$ cat src/rtl/quant_coeff_writer_pkg.sv
// quant_ctrl_pkg: shared FSM states and ctrl_reg bit positions for quant_coeff_writer.
package quant_ctrl_pkg;
    typedef enum logic [2:0] {PRIME, IDLE, SETTLE, CHECK, WAIT_SYNC, WRITE} state_t;
    localparam int CTRL_TOG     = 0;
    localparam int CTRL_FILL    = 1;
    localparam int CTRL_ERRCLR  = 3;
    localparam int CTRL_LEN_LSB = 16;
endpackage

$ cat src/rtl/quant_coeff_writer_if.sv
// quant_coeff_writer_if: coefficient BRAM write port.
interface quant_coeff_writer_if #(parameter int ADDR_W = 10, parameter int DATA_W = 18);
    logic              coeff_we;
    logic [ADDR_W-1:0] coeff_addr;
    logic [DATA_W-1:0] coeff_din;
    modport master(output coeff_we, coeff_addr, coeff_din);
    modport slave(input coeff_we, coeff_addr, coeff_din);
endinterface

$ cat src/rtl/quant_coeff_writer_addr_gen.sv
// quant_coeff_addr_gen: loadable wrapping address counter with remaining-write down-counter.
module quant_coeff_addr_gen #(parameter int ADDR_W = 10) (
    input  logic              clk,
    input  logic              rst,
    input  logic              load,
    input  logic              step,
    input  logic [ADDR_W-1:0] addr_in,
    input  logic [15:0]       len_in,
    output logic [ADDR_W-1:0] addr,
    output logic              last
);
    logic [15:0] rem;
    always_ff @(posedge clk or posedge rst)
        if (rst) begin
            addr <= '0;
            rem  <= '0;
        end else if (load) begin
            addr <= addr_in;
            rem  <= len_in;
        end else if (step) begin
            addr <= addr + 1'b1;
            rem  <= rem - 1'b1;
        end
    assign last = rem == 16'd1;
endmodule

$ cat src/rtl/quant_coeff_writer.sv
// quant_coeff_writer: toggle-triggered coefficient BRAM writer (single write or burst fill).
// Optional QUANT_SYNC_GATE_EN holds each write/burst until a sync_in pulse.
module quant_coeff_writer
    import quant_ctrl_pkg::*;
#(
    parameter int ADDR_W     = 10,
    parameter int DATA_W     = 18,
    parameter int SETTLE_CYC = 4
) (
    input  logic                 user_clk,
    input  logic                 user_rst,
    input  logic [31:0]          addr_reg,
    input  logic [31:0]          data_reg,
    input  logic [31:0]          ctrl_reg,
`ifdef QUANT_SYNC_GATE_EN
    input  logic                 sync_in,
`endif
    quant_coeff_writer_if.master bram,
    output logic                 busy,
    output logic [15:0]          wr_count,
    output logic                 err
);
    state_t            state;
    logic              tog_q;
    logic [15:0]       cnt;
    logic [31:0]       a;
    logic [DATA_W-1:0] d;
    logic              fill;
    logic [15:0]       len;
    logic              addr_err, len_err, load, step, last;
    logic              unused;
    assign addr_err = (a >> ADDR_W) != 32'd0;
    assign len_err  = fill && len == 16'd0;
    assign load     = state == CHECK && !addr_err && !len_err;
    assign step     = state == WRITE && !last;
    assign unused   = ^{ctrl_reg, data_reg};
    quant_coeff_addr_gen #(.ADDR_W(ADDR_W)) u_addr_gen (
        .clk     (user_clk),
        .rst     (user_rst),
        .load    (load),
        .step    (step),
        .addr_in (a[ADDR_W-1:0]),
        .len_in  (fill ? len : 16'd1),
        .addr    (bram.coeff_addr),
        .last    (last)
    );
    always_ff @(posedge user_clk or posedge user_rst)
        if (user_rst) begin
            state          <= PRIME;
            tog_q          <= 1'b0;
            cnt            <= '0;
            a              <= '0;
            d              <= '0;
            fill           <= 1'b0;
            len            <= '0;
            bram.coeff_we  <= 1'b0;
            bram.coeff_din <= '0;
            busy           <= 1'b0;
            wr_count       <= '0;
            err            <= 1'b0;
        end else begin
            wr_count <= wr_count + 16'(bram.coeff_we);
            // a fresh error beats a simultaneous clear
            err <= (state == CHECK && (addr_err || len_err)) || (err && !ctrl_reg[CTRL_ERRCLR]);
            case (state)
                PRIME: begin
                    tog_q <= ctrl_reg[CTRL_TOG];
                    state <= IDLE;
                end
                IDLE: if (ctrl_reg[CTRL_TOG] != tog_q) begin
                    tog_q <= ctrl_reg[CTRL_TOG];
                    cnt   <= 16'(SETTLE_CYC - 1);
                    busy  <= 1'b1;
                    state <= SETTLE;
                end
                SETTLE: if (cnt == 16'd0) begin
                    a     <= addr_reg;
                    d     <= data_reg[DATA_W-1:0];
                    fill  <= ctrl_reg[CTRL_FILL];
                    len   <= ctrl_reg[CTRL_LEN_LSB +: 16];
                    state <= CHECK;
                end else cnt <= cnt - 16'd1;
                CHECK: if (!load) begin
                    busy  <= 1'b0;
                    state <= IDLE;
                end else begin
                    bram.coeff_din <= d;
`ifdef QUANT_SYNC_GATE_EN
                    state <= WAIT_SYNC;
`else
                    bram.coeff_we <= 1'b1;
                    state <= WRITE;
`endif
                end
`ifdef QUANT_SYNC_GATE_EN
                WAIT_SYNC: if (sync_in) begin
                    bram.coeff_we <= 1'b1;
                    state <= WRITE;
                end
`endif
                WRITE: if (last) begin
                    bram.coeff_we <= 1'b0;
                    busy  <= 1'b0;
                    state <= IDLE;
                end
                default: state <= IDLE;
            endcase
        end
endmodule

$ cat src/flat_wrapper.sv
// flat-port wrapper written by rule: the top's interface ports become plain ports
module quant_coeff_writer_flat import quant_ctrl_pkg::*;
#(
    parameter int ADDR_W     = 10,
    parameter int DATA_W     = 18,
    parameter int SETTLE_CYC = 4
)
  (user_clk, user_rst, addr_reg, data_reg, ctrl_reg, busy, wr_count, err, bram_coeff_we, bram_coeff_addr, bram_coeff_din);
  quant_coeff_writer_if #(.ADDR_W(ADDR_W), .DATA_W(DATA_W)) bram_i ();
  input  logic user_clk;
  input  logic user_rst;
  input  logic [31:0] addr_reg;
  input  logic [31:0] data_reg;
  input  logic [31:0] ctrl_reg;
  output logic busy;
  output logic [15:0] wr_count;
  output logic err;
  output wire logic [$bits(bram_i.coeff_we)-1:0] bram_coeff_we;
  output wire logic [$bits(bram_i.coeff_addr)-1:0] bram_coeff_addr;
  output wire logic [$bits(bram_i.coeff_din)-1:0] bram_coeff_din;
  assign bram_coeff_we = bram_i.coeff_we;
  assign bram_coeff_addr = bram_i.coeff_addr;
  assign bram_coeff_din = bram_i.coeff_din;
  quant_coeff_writer #(.ADDR_W(ADDR_W), .DATA_W(DATA_W), .SETTLE_CYC(SETTLE_CYC)) u_core (.user_clk(user_clk), .user_rst(user_rst), .addr_reg(addr_reg), .data_reg(data_reg), .ctrl_reg(ctrl_reg), .bram(bram_i), .busy(busy), .wr_count(wr_count), .err(err));
endmodule
$ cat config.mk
export PLATFORM = sky130hd
export DESIGN_NAME = quant_coeff_writer_flat
export DESIGN_NICKNAME = d
export VERILOG_FILES = /design/src/rtl/quant_coeff_writer_pkg.sv /design/src/rtl/quant_coeff_writer_if.sv /design/src/rtl/quant_coeff_writer_addr_gen.sv /design/src/rtl/quant_coeff_writer.sv /design/src/flat_wrapper.sv
export SDC_FILE = /design/constraint.sdc
export NUM_CORES = 1
export LEC_CHECK = 0
export BUFFER_PORTS_ARGS = -buffer_cell sky130_fd_sc_hd__buf_2
export CORE_MARGIN = 2
export CORE_UTILIZATION = 55
export DETAILED_ROUTE_END_ITERATION = 10
export PLACE_DENSITY = 0.76
export SYNTH_ARGS = -nofsm -noshare
export SYNTH_HDL_FRONTEND = slang
export SYNTH_HIERARCHICAL = 1
export SYNTH_SLANG_ARGS = --single-unit
$ cat constraint.sdc
create_clock -name user_clk -period 4.8 [get_ports user_clk]
set_clock_uncertainty 0.2 [all_clocks]
set_input_delay 0 -clock user_clk [delete_from_list [all_inputs] [get_ports user_clk]]
set_output_delay 0 -clock user_clk [all_outputs]
set_load 0.02 [all_outputs]
==> flow_summary.yaml <==
status:
  status: "finished, final reports clean"
synth:
  postSynthRegisterBits: 150
  yosysMostFrequentCell: "dfrtp_1"
  yosys_warnings: 6
  synth_top_area_share_pct: 54.7
  mappedNetlistArea_sq_mm: 0.00686
  ys_seq_area_share_pct: 54.7
  synth.avg_cell_area_sq_um: 12.6
  postSynth.topFlopCell: "dfrtp_1"
  synth_top_cells_by_area: "dfrtp_1, mux2_1, mux2_4"
  synth_commonest_cells: "dfrtp_1, mux2_1, nand2_1"
  synth-edff-count: 0
  synth.distinct_cells: 55
  post-synth-top-area-cell: "dfrtp_1"
  synth-async-reset-ratio_pct: 100
  postSynthNetCount: 650
  number_of_cells_produced_by_synthesis: 545
detailed_routing:
  routed.top_layer: "met4"
  detailedRoute.firstPassIterationCount: 7
  drt-wirelength-per-cell_um: 16.8
  finalWirelength_um: 15400
  vias: 4874
  avgViaCountPerCell: 5.32
  dr.first_iter.drc_count: 273
  drt_drc_violations_left: 0
  detail-route-antenna-nets: 0
  drt-met1-wl_um: 6380
  wl_met3_um: 663
  met2_length_um: 8000
cts:
  ctsResizeCount: 0
  clkLatencyLatePin_ps: 420
  cts_tree: "done"
  cts_setup_buffers: 0
  cts_max_path_buffers: 2
  clk_pin_slew_worst_paths_ps: 60
  post_cts_hold_buffer_count: 70
  root_buffer: "clkbuf_16"
  cts.sink_count: 150
  cts_made_buffers: 17
  cts_htree_levels: 4
sta:
  setup-tns-final_ps: 0
  rsz_0062_raised_after_global_routing: "false"
  timing.final.hold_violations: 0
  worst_hold_slack_ps: 73.8
  finalCriticalPeriod_ps: 3190
  fmax_ghz: 0.313
  worst-slew-pin-transition_ps: 1070
  setup_viol: 0
  portion_of_the_clock_cycle_consumed_by_the_worst_path_in_the_final_layout_pct: 66.5
  slew_headroom_pct: 28.1
  report.final.slew_viol_count: 0
floorplanning:
  die_h_um: 116
  effective_utilization_at_floorplan_pct: 56.6
  die_area_sq_mm: 0.0134
  core_area_sq_mm: 0.0121
  floorplan.io_pins: 145
  std_cell_rows: 40
  dieWidth_um: 116
placement:
  hpwlAfterDp_um: 9320
  portBuffers: 117
  gp_routability_congestion: 0.812
global_route:
  first_global_vias: 5222
  grt_antenna_before_repair: 0
  grt.total_usage_pct: 24.9
  grt_start_max_net_pins: 72
  grt_pass1_wl_um: 25500
  grt.overflow.total: 0
layout:
  drive_above_1_share_pct: 26.3
  largest_register: "u_core/a"
  final_nets: 840
  final.fill_count: 810
  max_reg_flops: 32
  biggestRegsByFlops: "u_core/a (32), u_core/bram.coeff_din (18), u_core/d (18)"
  antenna-diode-count: 0
  layout-area-overhead-vs-synth_pct: 29.1
setup_path:
  timing.rr.end: "u_core/u_addr_gen/rem[13]$_DFFE_PP0P_"
  reg2reg_setup_slack_ps: 1610
  start_point_of_the_critical_path: "u_core/u_addr_gen/rem[0]$_DFFE_PP0P_"
  timing.rr.start: "u_core/u_addr_gen/rem[0]$_DFFE_PP0P_"
  worst_setup_path_start_kind: "flip-flop"
  rr_worst_depth: 9
  critical_path.endpoint_type: "flip-flop"
  maximum_fanout_along_the_worst_path: 14
  crit_required_ps: 4930
  worstSetupEndpoint: "u_core/u_addr_gen/rem[13]$_DFFE_PP0P_"
  timing.setup.critical_path_class: "flip-flop to flip-flop"
  cp.arrival_ps: 3320
power_and_ir_drop:
  power_density_mw_per_mm2: 556
  ir_worst_vdd_mv: 0.358
  leakagePower_nw: 4.36
min_path:
  holdCritPathClass: "input pin to async pin"
job:
  timing.max_cap.violations: 0
[cell families after synthesis]
family,share of synthesized area (%)
AND/OR/NAND/NOR,15.1
buffers and inverters,2.43
flip-flops,54.7
AO/OA/AOI/OAI,4.60
XOR/XNOR,6.26
multiplexers,15.6
adder cells (fa/ha/maj),1.28
[per-layer routing]
metal,track usage (%),vias up
li1,-,2327
met2,42.2,127
met3,6.59,29
met4,9.44,0
met5,0,-
met1,30.7,2391
[layout make-up]
class | count | area, sq um | area share [%]
sequential | 150 | 3750 | 42.4
multi-input combinational | 367 | 2960 | 33.4
timing repair buffer | 191 | 1320 | 14.9
clock buffer | 20 | 467 | 5.27
tap | 168 | 210 | 2.37
clock inverter | 12 | 116 | 1.31
inverter | 8 | 32.5 | 0.367
[worst max-delay path, stage by stage, from the launching register on]
cell     delay [ps]
dfrtp_1         440
ha_1            230
nor4b_1         140
nand2_1          80
nor3_1           60
nor2_1          830
nor4b_2         580
nand4_1         180
xor2_1          190
o21ai_0         160
[per-stage QoR]
| stage | std cells | instance area [sq um] | setup WS, ps | utilization [%] | power [W] |
|---|---|---|---|---|---|
| after floorplan | 545 | 6860 | 1300 | - | 0.00313 |
| after global placement | 814 | 7570 | 1710 | 62.5 | 0.00348 |
| after detailed placement | 814 | 7570 | 1650 | 62.5 | 0.00356 |
| after CTS | 916 | 8850 | 1590 | 73.1 | 0.00492 |
| after global routing | 916 | 8850 | 1380 | 73.1 | 0.00521 |
| final | 916 | 8850 | 1610 | 73.1 | 0.00493 |
[report_power, final]
part           switching, W  internal (W)
Sequential         0.000370       0.00166
Clock              0.000532      0.000761
Combinational      0.000895      0.000709
Total               0.00180       0.00313
[layout by cell type (no fill, tap or decap), types with 18 or more instances in the layout]
cell and count:
dfrtp_1 150, buf_2 117, dlygate4sd3_1 70, mux2_1 67, nand2_1 46, o21ai_0 27, xnor2_1 25, xor2_1 24
nor2_1 21, mux2_4 18
[worst min-delay path by stage]
stage	startpoint	to	slack [ps]	cells past startpoint
after floorplan	user_rst	u_core/u_addr_gen/addr[0]$_DFFE_PP0P_	-160	1
after global placement	user_rst	u_core/a[6]$_DFFE_PP0P_	-40	2
after detailed placement	user_rst	u_core/a[5]$_DFFE_PP0P_	-30	2
after CTS	user_rst	u_core/a[3]$_DFFE_PP0P_	70	3
after global routing	user_rst	u_core/a[3]$_DFFE_PP0P_	130	3
final	user_rst	u_core/a[3]$_DFFE_PP0P_	70	3
(Power assumes the default switching activity.)
